**src/rtl/muldiv_pkg.sv**
```systemverilog
// Shared types and helpers for the iterative RV32M multiply/divide unit.
package muldiv_pkg;

  // M-extension operation encodings as carried in funct3.
  typedef enum logic [2:0] {
    OP_MUL    = 3'b000,
    OP_MULH   = 3'b001,
    OP_MULHSU = 3'b010,
    OP_MULHU  = 3'b011,
    OP_DIV    = 3'b100,
    OP_DIVU   = 3'b101,
    OP_REM    = 3'b110,
    OP_REMU   = 3'b111
  } muldiv_op_e;

  // Sequencer states.
  typedef enum logic [1:0] {
    ST_IDLE = 2'b00,
    ST_CALC = 2'b01,
    ST_FIX  = 2'b10,
    ST_DONE = 2'b11
  } state_e;

  // Widest value the sign helper handles: a 2*XLEN product for XLEN up to 64.
  localparam int MAX_W = 128;

  // Sign/magnitude conversion: two's-complement negate when neg is set.
  // Callers zero-extend into MAX_W and truncate the result back; negation
  // modulo 2^MAX_W truncates to the correct negation modulo 2^N.
  function automatic logic [MAX_W-1:0] sign_mag(input logic [MAX_W-1:0] val,
                                                input logic             neg);
    logic [MAX_W-1:0] res;
    if (neg) begin
      res = ~val + {{(MAX_W-1){1'b0}}, 1'b1};
    end else begin
      res = val;
    end
    return res;
  endfunction

endpackage

```
**src/rtl/muldiv_decode.sv**
```systemverilog
// Combinational funct3 decode into datapath control flags.
module muldiv_decode (
  input  logic [2:0] funct3,
  output logic       is_div,
  output logic       is_rem,
  output logic       a_signed,
  output logic       b_signed,
  output logic       want_high
);
  import muldiv_pkg::*;

  muldiv_op_e op_s;
  assign op_s = muldiv_op_e'(funct3);

  // Translate the operation into divide/remainder, signedness and half select.
  always_comb begin
    is_div    = 1'b0;
    is_rem    = 1'b0;
    a_signed  = 1'b0;
    b_signed  = 1'b0;
    want_high = 1'b0;
    case (op_s)
      OP_MUL: begin
        // Low half is sign-agnostic; treat as unsigned.
        want_high = 1'b0;
      end
      OP_MULH: begin
        a_signed  = 1'b1;
        b_signed  = 1'b1;
        want_high = 1'b1;
      end
      OP_MULHSU: begin
        a_signed  = 1'b1;
        want_high = 1'b1;
      end
      OP_MULHU: begin
        want_high = 1'b1;
      end
      OP_DIV: begin
        is_div   = 1'b1;
        a_signed = 1'b1;
        b_signed = 1'b1;
      end
      OP_DIVU: begin
        is_div = 1'b1;
      end
      OP_REM: begin
        is_div   = 1'b1;
        is_rem   = 1'b1;
        a_signed = 1'b1;
        b_signed = 1'b1;
      end
      OP_REMU: begin
        is_div = 1'b1;
        is_rem = 1'b1;
      end
      default: begin
        is_div    = 1'b0;
        is_rem    = 1'b0;
        a_signed  = 1'b0;
        b_signed  = 1'b0;
        want_high = 1'b0;
      end
    endcase
  end

endmodule

```
**src/rtl/muldiv_unit.sv**
```systemverilog
// Iterative radix-2 RV32M multiply/divide unit with valid/ready handshakes.
// Operands are converted to magnitudes at accept, one bit is processed per
// CALC cycle, and the sign is restored in a single FIX cycle.
module muldiv_unit #(
  parameter int XLEN = 32
) (
  input  logic            clk,
  input  logic            reset,
  input  logic            flush,
  input  logic            in_valid,
  output logic            in_ready,
  input  logic [2:0]      funct3,
  input  logic [XLEN-1:0] src_a,
  input  logic [XLEN-1:0] src_b,
  output logic            out_valid,
  input  logic            out_ready,
  output logic [XLEN-1:0] result,
  output logic            busy
);
  import muldiv_pkg::*;

  localparam int              CW        = $clog2(XLEN) + 1;
  localparam int              PW        = 2 * XLEN;
  localparam logic [CW-1:0]   LAST_ITER = CW'(XLEN - 1);
  localparam logic [CW-1:0]   CNT_ONE   = {{(CW-1){1'b0}}, 1'b1};
  localparam logic [XLEN-1:0] MOST_NEG  = {1'b1, {(XLEN-1){1'b0}}};
  localparam logic [XLEN-1:0] ALL_ONES  = {XLEN{1'b1}};
  localparam logic [XLEN-1:0] ZERO_X    = {XLEN{1'b0}};

  // Sequencer and datapath state.
  state_e            state_r;
  state_e            state_nx;
  logic [CW-1:0]     count_r;
  logic [PW-1:0]     acc_r;
  logic [XLEN-1:0]   mcand_r;
  logic              is_div_r;
  logic              is_rem_r;
  logic              want_high_r;
  logic              neg_res_r;
  logic              neg_rem_r;
  logic [XLEN-1:0]   result_r;
  logic              in_ready_r;
  logic              out_valid_r;
  logic              busy_r;

  // Decode and accept-time operand preparation.
  logic              dec_div_s;
  logic              dec_rem_s;
  logic              dec_a_signed_s;
  logic              dec_b_signed_s;
  logic              dec_high_s;
  logic              a_neg_s;
  logic              b_neg_s;
  logic [XLEN-1:0]   mag_a_s;
  logic [XLEN-1:0]   mag_b_s;
  logic              div_zero_s;
  logic              div_ovf_s;
  logic              special_s;
  logic [XLEN-1:0]   special_res_s;

  // Iteration and fix-up datapath.
  logic [XLEN:0]     mul_sum_s;
  logic [PW-1:0]     mul_step_s;
  logic [XLEN:0]     div_shift_s;
  logic [XLEN-1:0]   div_rem_s;
  logic              div_qbit_s;
  logic [PW-1:0]     div_step_s;
  logic [PW-1:0]     prod_fix_s;
  logic [XLEN-1:0]   quot_fix_s;
  logic [XLEN-1:0]   rem_fix_s;
  logic [XLEN-1:0]   fix_res_s;

  muldiv_decode u_decode (
    .funct3    (funct3),
    .is_div    (dec_div_s),
    .is_rem    (dec_rem_s),
    .a_signed  (dec_a_signed_s),
    .b_signed  (dec_b_signed_s),
    .want_high (dec_high_s)
  );

  assign a_neg_s    = dec_a_signed_s & src_a[XLEN-1];
  assign b_neg_s    = dec_b_signed_s & src_b[XLEN-1];
  assign mag_a_s    = XLEN'(sign_mag(MAX_W'(src_a), a_neg_s));
  assign mag_b_s    = XLEN'(sign_mag(MAX_W'(src_b), b_neg_s));
  assign div_zero_s = dec_div_s && (src_b == ZERO_X);
  assign div_ovf_s  = dec_div_s && dec_a_signed_s && (src_a == MOST_NEG) && (src_b == ALL_ONES);
  assign special_s  = div_zero_s | div_ovf_s;

  // Results for the divide cases that bypass the iterative datapath.
  always_comb begin
    special_res_s = ZERO_X;
    if (div_zero_s) begin
      special_res_s = dec_rem_s ? src_a : ALL_ONES;
    end else if (div_ovf_s) begin
      special_res_s = dec_rem_s ? ZERO_X : src_a;
    end else begin
      special_res_s = ZERO_X;
    end
  end

  // One radix-2 step: shift-add multiply and restoring shift-subtract divide.
  always_comb begin
    mul_sum_s   = {1'b0, acc_r[PW-1:XLEN]} +
                  (acc_r[0] ? {1'b0, mcand_r} : {(XLEN+1){1'b0}});
    mul_step_s  = {mul_sum_s, acc_r[XLEN-1:1]};
    div_shift_s = {acc_r[PW-1:XLEN], acc_r[XLEN-1]};
    div_rem_s   = div_shift_s[XLEN-1:0];
    div_qbit_s  = 1'b0;
    if (div_shift_s >= {1'b0, mcand_r}) begin
      div_rem_s  = div_shift_s[XLEN-1:0] - mcand_r;
      div_qbit_s = 1'b1;
    end else begin
      div_rem_s  = div_shift_s[XLEN-1:0];
      div_qbit_s = 1'b0;
    end
    div_step_s = {div_rem_s, acc_r[XLEN-2:0], div_qbit_s};
  end

  // Sign restoration and result selection once all iterations are complete.
  always_comb begin
    prod_fix_s = PW'(sign_mag(MAX_W'(acc_r), neg_res_r));
    quot_fix_s = XLEN'(sign_mag(MAX_W'(acc_r[XLEN-1:0]), neg_res_r));
    rem_fix_s  = XLEN'(sign_mag(MAX_W'(acc_r[PW-1:XLEN]), neg_rem_r));
    fix_res_s  = ZERO_X;
    if (is_div_r) begin
      fix_res_s = is_rem_r ? rem_fix_s : quot_fix_s;
    end else begin
      fix_res_s = want_high_r ? prod_fix_s[PW-1:XLEN] : prod_fix_s[XLEN-1:0];
    end
  end

  // Next-state logic; flush overrides every transition.
  always_comb begin
    state_nx = state_r;
    if (flush) begin
      state_nx = ST_IDLE;
    end else begin
      case (state_r)
        ST_IDLE: begin
          if (in_valid) begin
            state_nx = special_s ? ST_DONE : ST_CALC;
          end else begin
            state_nx = ST_IDLE;
          end
        end
        ST_CALC: begin
          if (count_r == LAST_ITER) begin
            state_nx = ST_FIX;
          end else begin
            state_nx = ST_CALC;
          end
        end
        ST_FIX: begin
          state_nx = ST_DONE;
        end
        ST_DONE: begin
          if (out_ready) begin
            state_nx = ST_IDLE;
          end else begin
            state_nx = ST_DONE;
          end
        end
        default: begin
          state_nx = ST_IDLE;
        end
      endcase
    end
  end

  // State register.
  always_ff @(posedge clk) begin
    if (reset) begin
      state_r <= ST_IDLE;
    end else begin
      state_r <= state_nx;
    end
  end

  // Handshake/status outputs registered from the next state.
  always_ff @(posedge clk) begin
    if (reset) begin
      in_ready_r  <= 1'b1;
      out_valid_r <= 1'b0;
      busy_r      <= 1'b0;
    end else begin
      in_ready_r  <= (state_nx == ST_IDLE);
      out_valid_r <= (state_nx == ST_DONE);
      busy_r      <= (state_nx == ST_CALC) || (state_nx == ST_DONE);
    end
  end

  // Operand capture, iteration and result registers.
  always_ff @(posedge clk) begin
    if (reset) begin
      count_r     <= {CW{1'b0}};
      acc_r       <= {PW{1'b0}};
      mcand_r     <= ZERO_X;
      is_div_r    <= 1'b0;
      is_rem_r    <= 1'b0;
      want_high_r <= 1'b0;
      neg_res_r   <= 1'b0;
      neg_rem_r   <= 1'b0;
      result_r    <= ZERO_X;
    end else if (flush) begin
      count_r <= {CW{1'b0}};
    end else begin
      case (state_r)
        ST_IDLE: begin
          if (in_valid) begin
            is_div_r    <= dec_div_s;
            is_rem_r    <= dec_rem_s;
            want_high_r <= dec_high_s;
            neg_res_r   <= a_neg_s ^ b_neg_s;
            neg_rem_r   <= a_neg_s;
            mcand_r     <= mag_b_s;
            acc_r       <= {ZERO_X, mag_a_s};
            count_r     <= {CW{1'b0}};
            if (special_s) begin
              result_r <= special_res_s;
            end
          end
        end
        ST_CALC: begin
          acc_r   <= is_div_r ? div_step_s : mul_step_s;
          count_r <= count_r + CNT_ONE;
        end
        ST_FIX: begin
          result_r <= fix_res_s;
        end
        default: begin
          result_r <= result_r;
        end
      endcase
    end
  end

  assign in_ready  = in_ready_r;
  assign out_valid = out_valid_r;
  assign busy      = busy_r;
  assign result    = result_r;

endmodule

```
**config.mk**
```make
export PLATFORM = sky130hd
export DESIGN_NAME = muldiv_unit
export DESIGN_NICKNAME = d
export VERILOG_FILES = /design/src/rtl/muldiv_pkg.sv /design/src/rtl/muldiv_decode.sv /design/src/rtl/muldiv_unit.sv
export SDC_FILE = /design/constraint.sdc
export NUM_CORES = 1
export LEC_CHECK = 0
export ABC_AREA = 0
export CAP_MARGIN = 25
export CORE_UTILIZATION = 57
export CTS_CLUSTER_DIAMETER = 80
export DETAILED_ROUTE_END_ITERATION = 8
export PLACE_DENSITY_LB_ADDON = 0.15
export SLEW_MARGIN = 5
export SYNTH_ARGS = -nofsm -noshare
export SYNTH_HDL_FRONTEND = slang
export SYNTH_SLANG_ARGS = --single-unit
```
**constraint.sdc**
```tcl
create_clock -name clk -period 5.6 [get_ports clk]
set_input_delay 0.56 -clock clk [delete_from_list [all_inputs] [get_ports clk]]
set_output_delay 0.56 -clock clk [all_outputs]
set_load 0.01 [all_outputs]
```
==> flow_metrics.tcl <==
set metrics [dict create \
    outcome "complete, no violations" \
    slew_viol_final 0 \
    io_buffer_count 106 \
    rows 57 \
    hold_ws_ns 0.417 \
    cts_max_level 4 \
    slew_headroom 0.330 \
    final_common_cell "nor2_1" \
    core_area_um2 24300 \
    tns_ns 0 \
    drt.antenna.violating_nets 0 \
    die_w_um 159 \
    vias_per_cell 6.69 \
    period_share 0.727 \
    ioPinCount 107 \
    drt_first_pass_iters 5 \
    synth_nets 2121 \
    finalNonFillerCells 2330 \
    skew_ns 0.0156 \
    grt_first_pass_wirelength_um 80600 \
    hp-class "primary input to flip-flop" \
    layout-drive-gt1-share 0.0489 \
    end_kind "flip-flop" \
    dp_hpwl_um 40100 \
    cts_root_buffer "clkbuf_16" \
    hold_viol 0 \
    wl_per_cell_um 22.6 \
    layout_common_cells "nor2_1 (244), nand2_1 (165), o21ai_0 (144), dfxtp_1 (142), a21oi_1 (136)" \
    layout.nets 2137 \
    grt_pass1_vias 14200 \
    cp.required_ns 5.92 \
    cap_viol_max_count 0 \
    crit_path_max_fanout 32 \
    async_flop_share 0 \
    place.gp.congestion 1.04 \
    grt_antenna_before_repair 0 \
    p_leak_nw 5.96 \
    fmax_mhz 246 \
    ys_types 72 \
    cts.sinks 143 \
    cts_buffers 17 \
    grt.total_usage 0.407 \
    ctsHoldBuffers 0 \
    drcViolationCount 0 \
    grt_max_degree 91 \
    finalInstanceArea_um2 16000 \
    drt_iter0_drc 1815 \
    fin_crit_ns 4.07 \
    synth-edff-count 0 \
    dieArea_um2 25400 \
    synthToLayoutAreaGrowth_pct 13.2 \
    clock_latency_ns 0.45 \
    tritoncts "done" \
    start_util 0.580 \
    cts_resized 0 \
    cp_data_arrival_time_ns 4.39 \
    grt_setup_unrepaired "no" \
    dpl_cell_area_um2 15300 \
    gr-total-overflow 0 \
    critPathKind "flip-flop to flip-flop" \
    setup_violations 0 \
    power_density_nw_per_um2 200 \
    yosysSeqAreaShare 0.203 \
    dp.cells 2297 \
    clockBufferDepth 2 \
    synth_seq_cells 143 \
    worst_setup_path_start_kind "flip-flop" \
    wirelength_um 52700 \
    final_core_util 0.656 \
    ys.flop_type "dfxtp_1" \
    fp.dieH_um 159 \
    syn-instance-count 1977 \
    ir_worst_vdd_mv 0.171 \
    vias 15600 \
    synth.cell_area_um2 14100 \
    yosysWarnings 0 \
    diodes 0 \
    syn_avg_cell_area_um2 7.13 \
    worstMarginPinSlew_ns 1.01 \
    postCtsSetupRepairBufs 0 \
    path_clk_slew_ns 0.07 \
]
[critical path: stages (launching register included)]
cell	delay [ns]
dfxtp_1	0.42
inv_1	0.12
buf_4	0.40
nor2_1	0.08
ha_1	0.36
a211oi_1	0.32
o21ai_0	0.14
a221oi_1	0.38
nand3_1	0.18
a211oi_1	0.57
o21ai_0	0.35
a21oi_1	0.31
mux2i_1	0.22
o21ai_0	0.08
[routing by layer]
metal / track usage / wire, um
met1: 0.524 / 21200
met2: 0.633 / 23300
met5: 0 / 0
met3: 0.0526 / 4250
met4: 0.284 / 3940
[registers in the layout, summed over array words and instances (netlist names)]
signal and flops:
mcand_r 32, is_div_r 1, acc_r 64, neg_rem_r 1, in_ready 1, out_valid 1, busy 1, state_r 1
want_high_r 1, neg_res_r 1, result 32, is_rem_r 1, count_r 6
[layout make-up]
type / instances / area (um^2)
well taps: 324 / 405
clock buffers: 19 / 443
multi-input cells: 1616 / 10500
repair buffers: 139 / 1310
clock inverters: 13 / 203
fillers: 2248 / 8360
inverters: 76 / 285
flip-flops and latches: 143 / 2860
[report_power, final]
| group | switching (mW) | internal (mW) |
|---|---|---|
| Clock | 0.530 | 0.771 |
| Combinational | 0.490 | 0.299 |
| Sequential | 0.0527 | 1.05 |
[per-stage QoR]
| step | power [mW] | setup slack, ns |
|---|---|---|
| after CTS | 3.18 | 1.67 |
| after global placement | 1.88 | 1.33 |
| after floorplan | 1.62 | 2.14 |
| final | 3.20 | 1.53 |
| after detailed placement | 1.89 | 1.33 |
| after global routing | 3.30 | 1.31 |
[cell usage after synthesis (13+ instances only)]
cell type / n / area share
nor4_1: 18 / 0.0080
o41ai_1: 16 / 0.0099
a21o_1: 25 / 0.013
nand2_1: 165 / 0.044
nor2b_1: 13 / 0.0058
xnor2_1: 99 / 0.062
o21bai_1: 14 / 0.0075
buf_1: 14 / 0.0037
a21oi_1: 136 / 0.048
o31ai_1: 34 / 0.018
o21ai_0: 144 / 0.051
dfxtp_1: 143 / 0.20
or4_1: 20 / 0.011
xor2_1: 87 / 0.054
inv_1: 76 / 0.020
ha_1: 70 / 0.062
o211ai_1: 52 / 0.028
a311oi_1: 18 / 0.011
a31oi_1: 13 / 0.0058
a211oi_1: 68 / 0.036
a22oi_1: 19 / 0.010
or3_1: 38 / 0.017
nor3_1: 58 / 0.021
clkbuf_1: 123 / 0.033
mux2i_1: 49 / 0.035
nand3_1: 22 / 0.0078
a221oi_1: 13 / 0.0081
nor2_1: 246 / 0.065
nand4_1: 27 / 0.012
nand2b_1: 22 / 0.0098
[kinds of logic (layout without fill, tap and decap cells)]
family                     Yosys count  after routing  synth area share
adders and majority gates           72             72            0.0650
and+or+nand+nor                    684            684             0.231
buffers and inverters              218            247            0.0585
muxes                               51             51            0.0364
DFF                                143            143             0.203
xor gates and xnor gates           186            186             0.116
AOI/OAI and AO/OA                  623            623             0.290
[worst paths after layout]
kind               from          to  slack (ns)  cells after the start
max reg2reg    acc_r[0]   acc_r[62]        1.53                     13
min               reset    acc_r[7]        0.42                      2
min reg2reg  result[27]  result[27]        0.48                      2
max            acc_r[0]   acc_r[62]        1.53                     13
(Power assumes the default switching activity.)
